`config.mk`:
```
export PLATFORM = sky130hd
export DESIGN_NAME = l1_ahb_sram_slave
export DESIGN_NICKNAME = d
export VERILOG_FILES = /design/src/rtl/l1_ahb_sram_slave.sv
export SDC_FILE = /design/constraint.sdc
export NUM_CORES = 1
export LEC_CHECK = 0
export CORE_AREA = 2 2 85 87
export CTS_BUF_LIST = sky130_fd_sc_hd__clkbuf_4 sky130_fd_sc_hd__clkbuf_8
export DETAILED_ROUTE_END_ITERATION = 12
export DIE_AREA = 0 0 87 89
export GPL_TIMING_DRIVEN = 0
export HOLD_SLACK_MARGIN = 0.08
export PLACE_DENSITY = 0.74
export SLEW_MARGIN = 10
export SYNTH_ARGS = -nofsm -noshare
export SYNTH_HDL_FRONTEND = slang
export SYNTH_SLANG_ARGS = --single-unit
export TNS_END_PERCENT = 1
```
`constraint.sdc`:
```
create_clock -name HCLK -period 1.85 [get_ports HCLK]
set_input_delay 0.2775 -clock HCLK [delete_from_list [all_inputs] [get_ports HCLK]]
set_output_delay 0.2775 -clock HCLK [all_outputs]
set_load 0.01 [all_outputs]
```
`src/rtl/l1_ahb_sram_slave.sv`:
```
// rtl/l1_ahb_sram_slave.sv - AHB-Lite slave bridging to a 1-cycle-latency synchronous SRAM
// Programmable wait states, two-cycle ERROR response on misaligned or out-of-range accesses.
module l1_ahb_sram_slave #(
    parameter int AW          = 12,
    parameter int MEM_WORDS   = 4096,
    parameter int WAIT_STATES = 0
) (
    input  logic          HCLK,
    input  logic          HRESET,
    input  logic          HSELS,
    input  logic [31:0]   HADDRS,
    input  logic [1:0]    HTRANSS,
    input  logic          HWRITES,
    input  logic [2:0]    HSIZES,
    input  logic          HREADYS,
    input  logic [31:0]   HWDATAS,
    output logic          HREADYOUTS,
    output logic          HRESPS,
    output logic [31:0]   HRDATAS,
    output logic          sram_cs,
    output logic [3:0]    sram_we,
    output logic [AW-1:0] sram_addr,
    output logic [31:0]   sram_wdata,
    input  logic [31:0]   sram_rdata
);

    typedef enum logic [2:0] {
        S_IDLE,
        S_RD_ISSUE,
        S_RD_DATA,
        S_WR_WAIT,
        S_ERR1,
        S_ERR2
    } state_t;

    localparam logic [AW:0] MEM_LIMIT = (AW+1)'(MEM_WORDS);
    localparam logic [2:0]  WS        = 3'(WAIT_STATES);

    state_t        state, state_next;
    logic [2:0]    wcnt, wcnt_next;
    logic [AW+1:0] addr_q;
    logic [1:0]    size_q;
    logic [3:0]    lane_mask;
    logic          accept;
    logic          illegal;
    logic          can_accept;
    logic          unused_bits;

    assign unused_bits = ^{HADDRS[31:AW+2], HTRANSS[0]};

    assign accept  = HSELS & HTRANSS[1] & HREADYS;
    assign illegal = (HSIZES > 3'd2)
                   | ((HSIZES == 3'd1) & HADDRS[0])
                   | ((HSIZES == 3'd2) & (|HADDRS[1:0]))
                   | ({1'b0, HADDRS[AW+1:2]} >= MEM_LIMIT);

    assign sram_addr  = addr_q[AW+1:2];
    assign sram_wdata = HWDATAS;

    always_comb begin
        lane_mask = 4'b1111;
        case (size_q)
            2'd0:    lane_mask = 4'b0001 << addr_q[1:0];
            2'd1:    lane_mask = addr_q[1] ? 4'b1100 : 4'b0011;
            default: lane_mask = 4'b1111;
        endcase
    end

    always_comb begin
        state_next = state;
        wcnt_next  = wcnt;
        HREADYOUTS = 1'b1;
        HRESPS     = 1'b0;
        HRDATAS    = 32'h0;
        sram_cs    = 1'b0;
        sram_we    = 4'b0000;
        can_accept = 1'b0;
        case (state)
            S_IDLE: can_accept = 1'b1;
            S_RD_ISSUE: begin
                HREADYOUTS = 1'b0;
                if (wcnt != 3'd0) begin
                    wcnt_next = wcnt - 3'd1;
                end else begin
                    sram_cs    = 1'b1;
                    state_next = S_RD_DATA;
                end
            end
            S_RD_DATA: begin
                HRDATAS    = sram_rdata;
                can_accept = 1'b1;
            end
            S_WR_WAIT: begin
                HREADYOUTS = (wcnt == 3'd0);
                if (wcnt != 3'd0) begin
                    wcnt_next = wcnt - 3'd1;
                end else begin
                    sram_cs    = 1'b1;
                    sram_we    = lane_mask;
                    can_accept = 1'b1;
                end
            end
            S_ERR1: begin
                HREADYOUTS = 1'b0;
                HRESPS     = 1'b1;
                state_next = S_ERR2;
            end
            S_ERR2: begin
                HRESPS     = 1'b1;
                can_accept = 1'b1;
            end
            default: state_next = S_IDLE;
        endcase
        // Completing cycles double as an address phase for the next beat.
        if (can_accept) begin
            if (accept) begin
                wcnt_next = WS;
                if (illegal)      state_next = S_ERR1;
                else if (HWRITES) state_next = S_WR_WAIT;
                else              state_next = S_RD_ISSUE;
            end else begin
                state_next = S_IDLE;
            end
        end
    end

    always_ff @(posedge HCLK) begin
        if (HRESET) begin
            state  <= S_IDLE;
            wcnt   <= 3'd0;
            addr_q <= '0;
            size_q <= 2'd0;
        end else begin
            state <= state_next;
            wcnt  <= wcnt_next;
            if (can_accept && accept) begin
                addr_q <= HADDRS[AW+1:0];
                size_q <= HSIZES[1:0];
            end
        end
    end

endmodule

```
## After elaboration in Yosys (flattened, before gate mapping)

Index checks and enable logic that the tools add are counted.
W data, S select, Z words.

| word-level totals | value |
|---|---|
| flip-flop bits (word level) | 22 |
| input port bits | 106 |
| output and inout bits | 83 |
| word-level logic and storage cells | 55 |

| cells by class | value |
|---|---|
| $add $sub $neg | 1 |
| $lt $le $gt $ge | 1 |
| eq/ne operators | 10 |
| shift-type cells | 1 |
| muxes and demuxes | 20 |
| bitwise logic cells | 6 |
| reductions and logical operators | 12 |

Operators with widths:

| cell | number |
|---|---|
| $mux W32 | 1 |
| $mux W3 | 8 |
| $mux W4 | 3 |
| $eq A3 B2 Y1 const B | 3 |
| $pmux W3 S3 | 1 |
| $pmux W4 S2 | 1 |
| $reduce_or A2 Y1 | 4 |
| $eq A3 B1 Y1 const B | 2 |
| $eq A3 B3 Y1 const B | 2 |
| $logic_not A3 Y1 | 2 |
| $and A1 B1 Y1 | 4 |
| $pmux W1 S2 | 2 |
| $reduce_or A4 Y1 | 1 |
| $shl A1 B2 Y4 const A | 1 |
| $gt A3 B2 Y1 const B | 1 |
| $mux W1 | 3 |
| $ne A3 B3 Y1 const B | 1 |
| $reduce_bool A3 Y1 | 1 |
| $reduce_or A3 Y1 | 1 |
| $sub A3 B1 Y3 const B | 1 |
| $eq A2 B1 Y1 const B | 1 |
| $logic_not A2 Y1 | 1 |
| $mux W2 | 1 |
| $ne A2 B1 Y1 const B | 1 |
| other kinds (3) | 4 |

## Depth between registers and ports, before layout

| logic depth | value |
|---|---|
| depth in word-level cells | 7 |
| depth in mapped cells | 8 |
| depth with buffers taken out | 6 |

## Worst setup path after synthesis

Ideal clock, no wire load.

| timing | value |
|---|---|
| path kind | flip-flop to output port |
| start point | register wcnt[0] |
| end point | output port HREADYOUTS |
| arrival time | 1.371 ns |
| data required time | 1.572 ns |
| path slack | 0.202 ns |
| stages on the path, launching flop included | 8 |
| cells stage by stage | dfxtp_1 -> inv_1 -> ha_1 -> and2b_4 -> a21o_1 -> buf_4 -> buf_6 -> nor2b_1 |

| between the ends | value |
|---|---|
| word-level cells in the longest chain between the ends | 2 |

RTL lines:

| item | line | RTL |
|---|---|---|
| start, declared | 40 | `logic [2:0] wcnt, wcnt_next;` |
| start signal, assigned | 135 | `wcnt <= wcnt_next;` |
| $logic_not A3 Y1 | 94 | `HREADYOUTS = (wcnt == 3'd0);` |
| $pmux W1 S2 | 78 | `case (state)` |
| end, declared | 17 | `output logic HREADYOUTS,` |

Every way passes these cells.

## Final worst setup path

| timing | value |
|---|---|
| start point | register wcnt[1] |
| end point | output port HREADYOUTS |

Same word-level chain as after synthesis.

==> results.json <==
{
  "syn_area_per_cell_um2": 8.376,
  "wl_per_cell_um": 12.74,
  "n_antenna_cell": 0,
  "area_growth_pct": 95.43,
  "grtUsageTotal": 0.1261,
  "grt_pass1_vias": 1755,
  "hold_buffers": 0,
  "rsz0062_at_grt": "yes",
  "initial_core_util": 0.2568,
  "setup-violations-final": 1,
  "grt_pass1_wl_um": 7955,
  "ys_types": 36,
  "cts_max_level": 1,
  "drive_above_1_share": 0.2797,
  "dp.final_hpwl_um": 4483,
  "tightest_slew_ns": 0.5207,
  "place_congestion": 0.7236,
  "timing.rr.start": "wcnt[1]",
  "critPathTopFamily": "flip-flops",
  "end_kind": "output pin",
  "maxSlewViolCount": 0,
  "postRouteAntennaNets": 0,
  "worst_slack_ns": -0.02648,
  "cts_tree": "done",
  "vias": 1883,
  "holdWs_ns": 0.4572,
  "finalCritPeriodShare": 1.014,
  "first_iter_violations": 34,
  "clk_latency_ns": 0.26,
  "die_y_um": 89,
  "p_per_area_nw_per_um2": 361.8,
  "crit_fanout": 8,
  "rrSetupSlack_ns": 0.08,
  "grt_overflow": 0,
  "holdCritPathClass": "input port to register",
  "cp_num_buf_inv": 3,
  "worstHoldStart": "HRESET",
  "worstSetupPathType": "register to output pin",
  "clockRootBuffer": "clkbuf_8",
  "chipWidth_um": 87,
  "synth_nets": 314,
  "min_path_cells": 2,
  "dieArea_um2": 7743,
  "max_freq_mhz": 532.9,
  "cts_buffer_depth": 2,
  "outcome": "finished, violations left",
  "portBuffers": 136,
  "startpoint_type": "register",
  "routed_via_density": 4.339,
  "drtPass1Iterations": 4,
  "synth_cells": 206,
  "crit_path_cell_trace": "inv_2 > ha_4 > and2b_4 > a21o_1 > buf_6 > nor2b_4 > buf_6",
  "cts_sinks": 22,
  "crit_top_cell": "buf_6",
  "crit_path_max_incr_delay_ns": 0.35,
  "core_area_um2": 6719,
  "r2r_cells": 8,
  "violations": "negative setup slack",
  "fin_tns_setup_ns": -0.02648,
  "drv_cap": 0,
  "arrival_ns": 1.60,
  "hold_viol_final": 0,
  "syn_area_um2": 1725,
  "fin_nets": 464,
  "numCtsBuffers": 3,
  "io_pins": 189,
  "routed_wirelength_um": 5530,
  "fin_util": 0.5019,
  "antenna_found_initial": 0,
  "rows": 30,
  "peakVddDrop_v": 0.0002218,
  "finalCriticalPeriod_ns": 1.876,
  "drc_errors": 0,
  "relSlewSlack": 0.6529,
  "ys_warn_count": 0,
  "whs_endpoint": "state[0]",
  "yosysSeqAreaShare": 0.2553,
  "p_leak_uw": 0.001408,
  "r2r-end": "state[1]",
  "cp.required_ns": 1.57,
  "path_clk_slew_ns": 0.08,
  "grt_max_degree": 12,
  "cp_slowest_cell": "dfxtp_2",
  "fin_worst_skew_ns": 0.006660,
  "ys_seq_elements": 22
}
-- kinds of logic (layout without fill, tap and decap cells) --
| kind of cell | after synthesis | count (layout) | synth area share |
|---|---|---|---|
| XOR/XNOR | 1 | 1 | 0.005077 |
| flip-flops | 22 | 22 | 0.2553 |
| buffers and inverters | 60 | 208 | 0.2400 |
| AO/OA/AOI/OAI | 31 | 31 | 0.1327 |
| adder cells (fa/ha/maj) | 2 | 2 | 0.01450 |
| multiplexers | 1 | 1 | 0.005802 |
| AND/OR/NAND/NOR | 89 | 89 | 0.3466 |
-- synth_stat cells, drive strengths merged --
master | instances | area (µm²)
nand3 | 2 | 10.01
xnor2 | 1 | 8.760
o2bb2ai | 1 | 8.760
nand2 | 2 | 7.510
inv | 4 | 15.01
nor3b | 1 | 7.510
ha | 2 | 25.02
a31oi | 1 | 6.260
and2 | 34 | 215.2
dfxtp | 22 | 440.4
o31ai | 2 | 25.02
a21o | 1 | 7.510
mux2i | 1 | 10.01
o21ai | 15 | 75.07
clkbuf | 7 | 26.28
nor2 | 6 | 27.52
nand4b | 16 | 140.1
o21bai | 2 | 15.01
a2111oi | 2 | 42.54
a21boi | 1 | 7.510
nor3 | 6 | 40.04
nor2b | 3 | 18.77
and2b | 2 | 17.52
a21oi | 6 | 41.29
buf | 49 | 372.8
nand2b | 17 | 113.9
-- flip-flops by register name (all words and copies together), names as in the netlist --
| signal | cells |
|---|---|
| addr_q | 14 |
| state | 3 |
| size_q | 2 |
| wcnt | 3 |
-- layer usage --
metal,vias up,GRT usage,part of all wire
li1,940,-,-
met1,834,0.1319,0.37
met2,105,0.2443,0.52
met3,4,0.03693,0.10
met4,0,0.03409,0.0085
met5,-,0,0
-- where the power goes --
part | leakage, µW | switching [µW] | internal, µW
clock | 0.0000216 | 156 | 146
sequential | 0.000181 | 12.2 | 487
combinational | 0.00120 | 133 | 287
-- area by class of cell --
cell class                 instances  area, µm²
sequential                        22      451.7
buffer                            55      421.7
timing repair buffer             146       1419
multi-input combinational        124      923.4
tap                               80      100.1
clock buffer                       3      41.29
inverter                           4      15.01
fill                             641       3347
-- per-stage QoR --
stage	power [µW]	area [µm²]	std cells	setup slack (ns)
final	1220	3372	434	-0.02648
after global routing	1270	3372	434	-0.06668
after CTS	1216	3272	428	-0.1789
after detailed placement	919.9	3187	422	-0.3990
after global placement	914.8	3187	422	-0.3924
after floorplan	681.0	1725	206	0.2018
-- how the worst max path moves through the flow --
stage	from	to	slack [ns]	cells past startpoint
6_report	wcnt[1]	HREADYOUTS	-0.03	7
5_1_grt	wcnt[1]	HREADYOUTS	-0.07	7
4_1_cts	wcnt[0]	HREADYOUTS	-0.18	8
3_5_place_dp	state[1]	HRDATAS[25]	-0.40	4
3_3_place_gp	state[1]	HRDATAS[9]	-0.39	4
2_1_floorplan	wcnt[0]	HREADYOUTS	0.20	7
-- placed cells by master (no fill, tap or decap), drive strengths merged --
cell / Yosys / final
mux2i: 1 / 1
nor3b: 1 / 1
dfxtp: 22 / 22
nand4b: 16 / 16
and2: 34 / 34
inv: 4 / 4
nand3: 2 / 2
nor2: 6 / 6
clkdlybuf4s15: 0 / 21
clkbuf: 7 / 13
nand2: 2 / 2
o31ai: 2 / 2
o2bb2ai: 1 / 1
a2111oi: 2 / 2
a21oi: 6 / 6
a21boi: 1 / 1
dlygate4sd2: 0 / 14
a21o: 1 / 1
o21ai: 15 / 15
buf: 49 / 58
xnor2: 1 / 1
nand2b: 17 / 17
nor3: 6 / 6
a31oi: 1 / 1
clkdlybuf4s50: 0 / 98
ha: 2 / 2
and2b: 2 / 2
o21bai: 2 / 2
nor2b: 3 / 3
-- what timing repair did --
item	4_1_cts	5_1_grt
pin swaps	3	2
gates cloned	1	0
resized for setup	70	32
setup endpoints to repair	38	26
setup buffers	2	7
No activity file was read; power rests on OpenSTA's default activity.
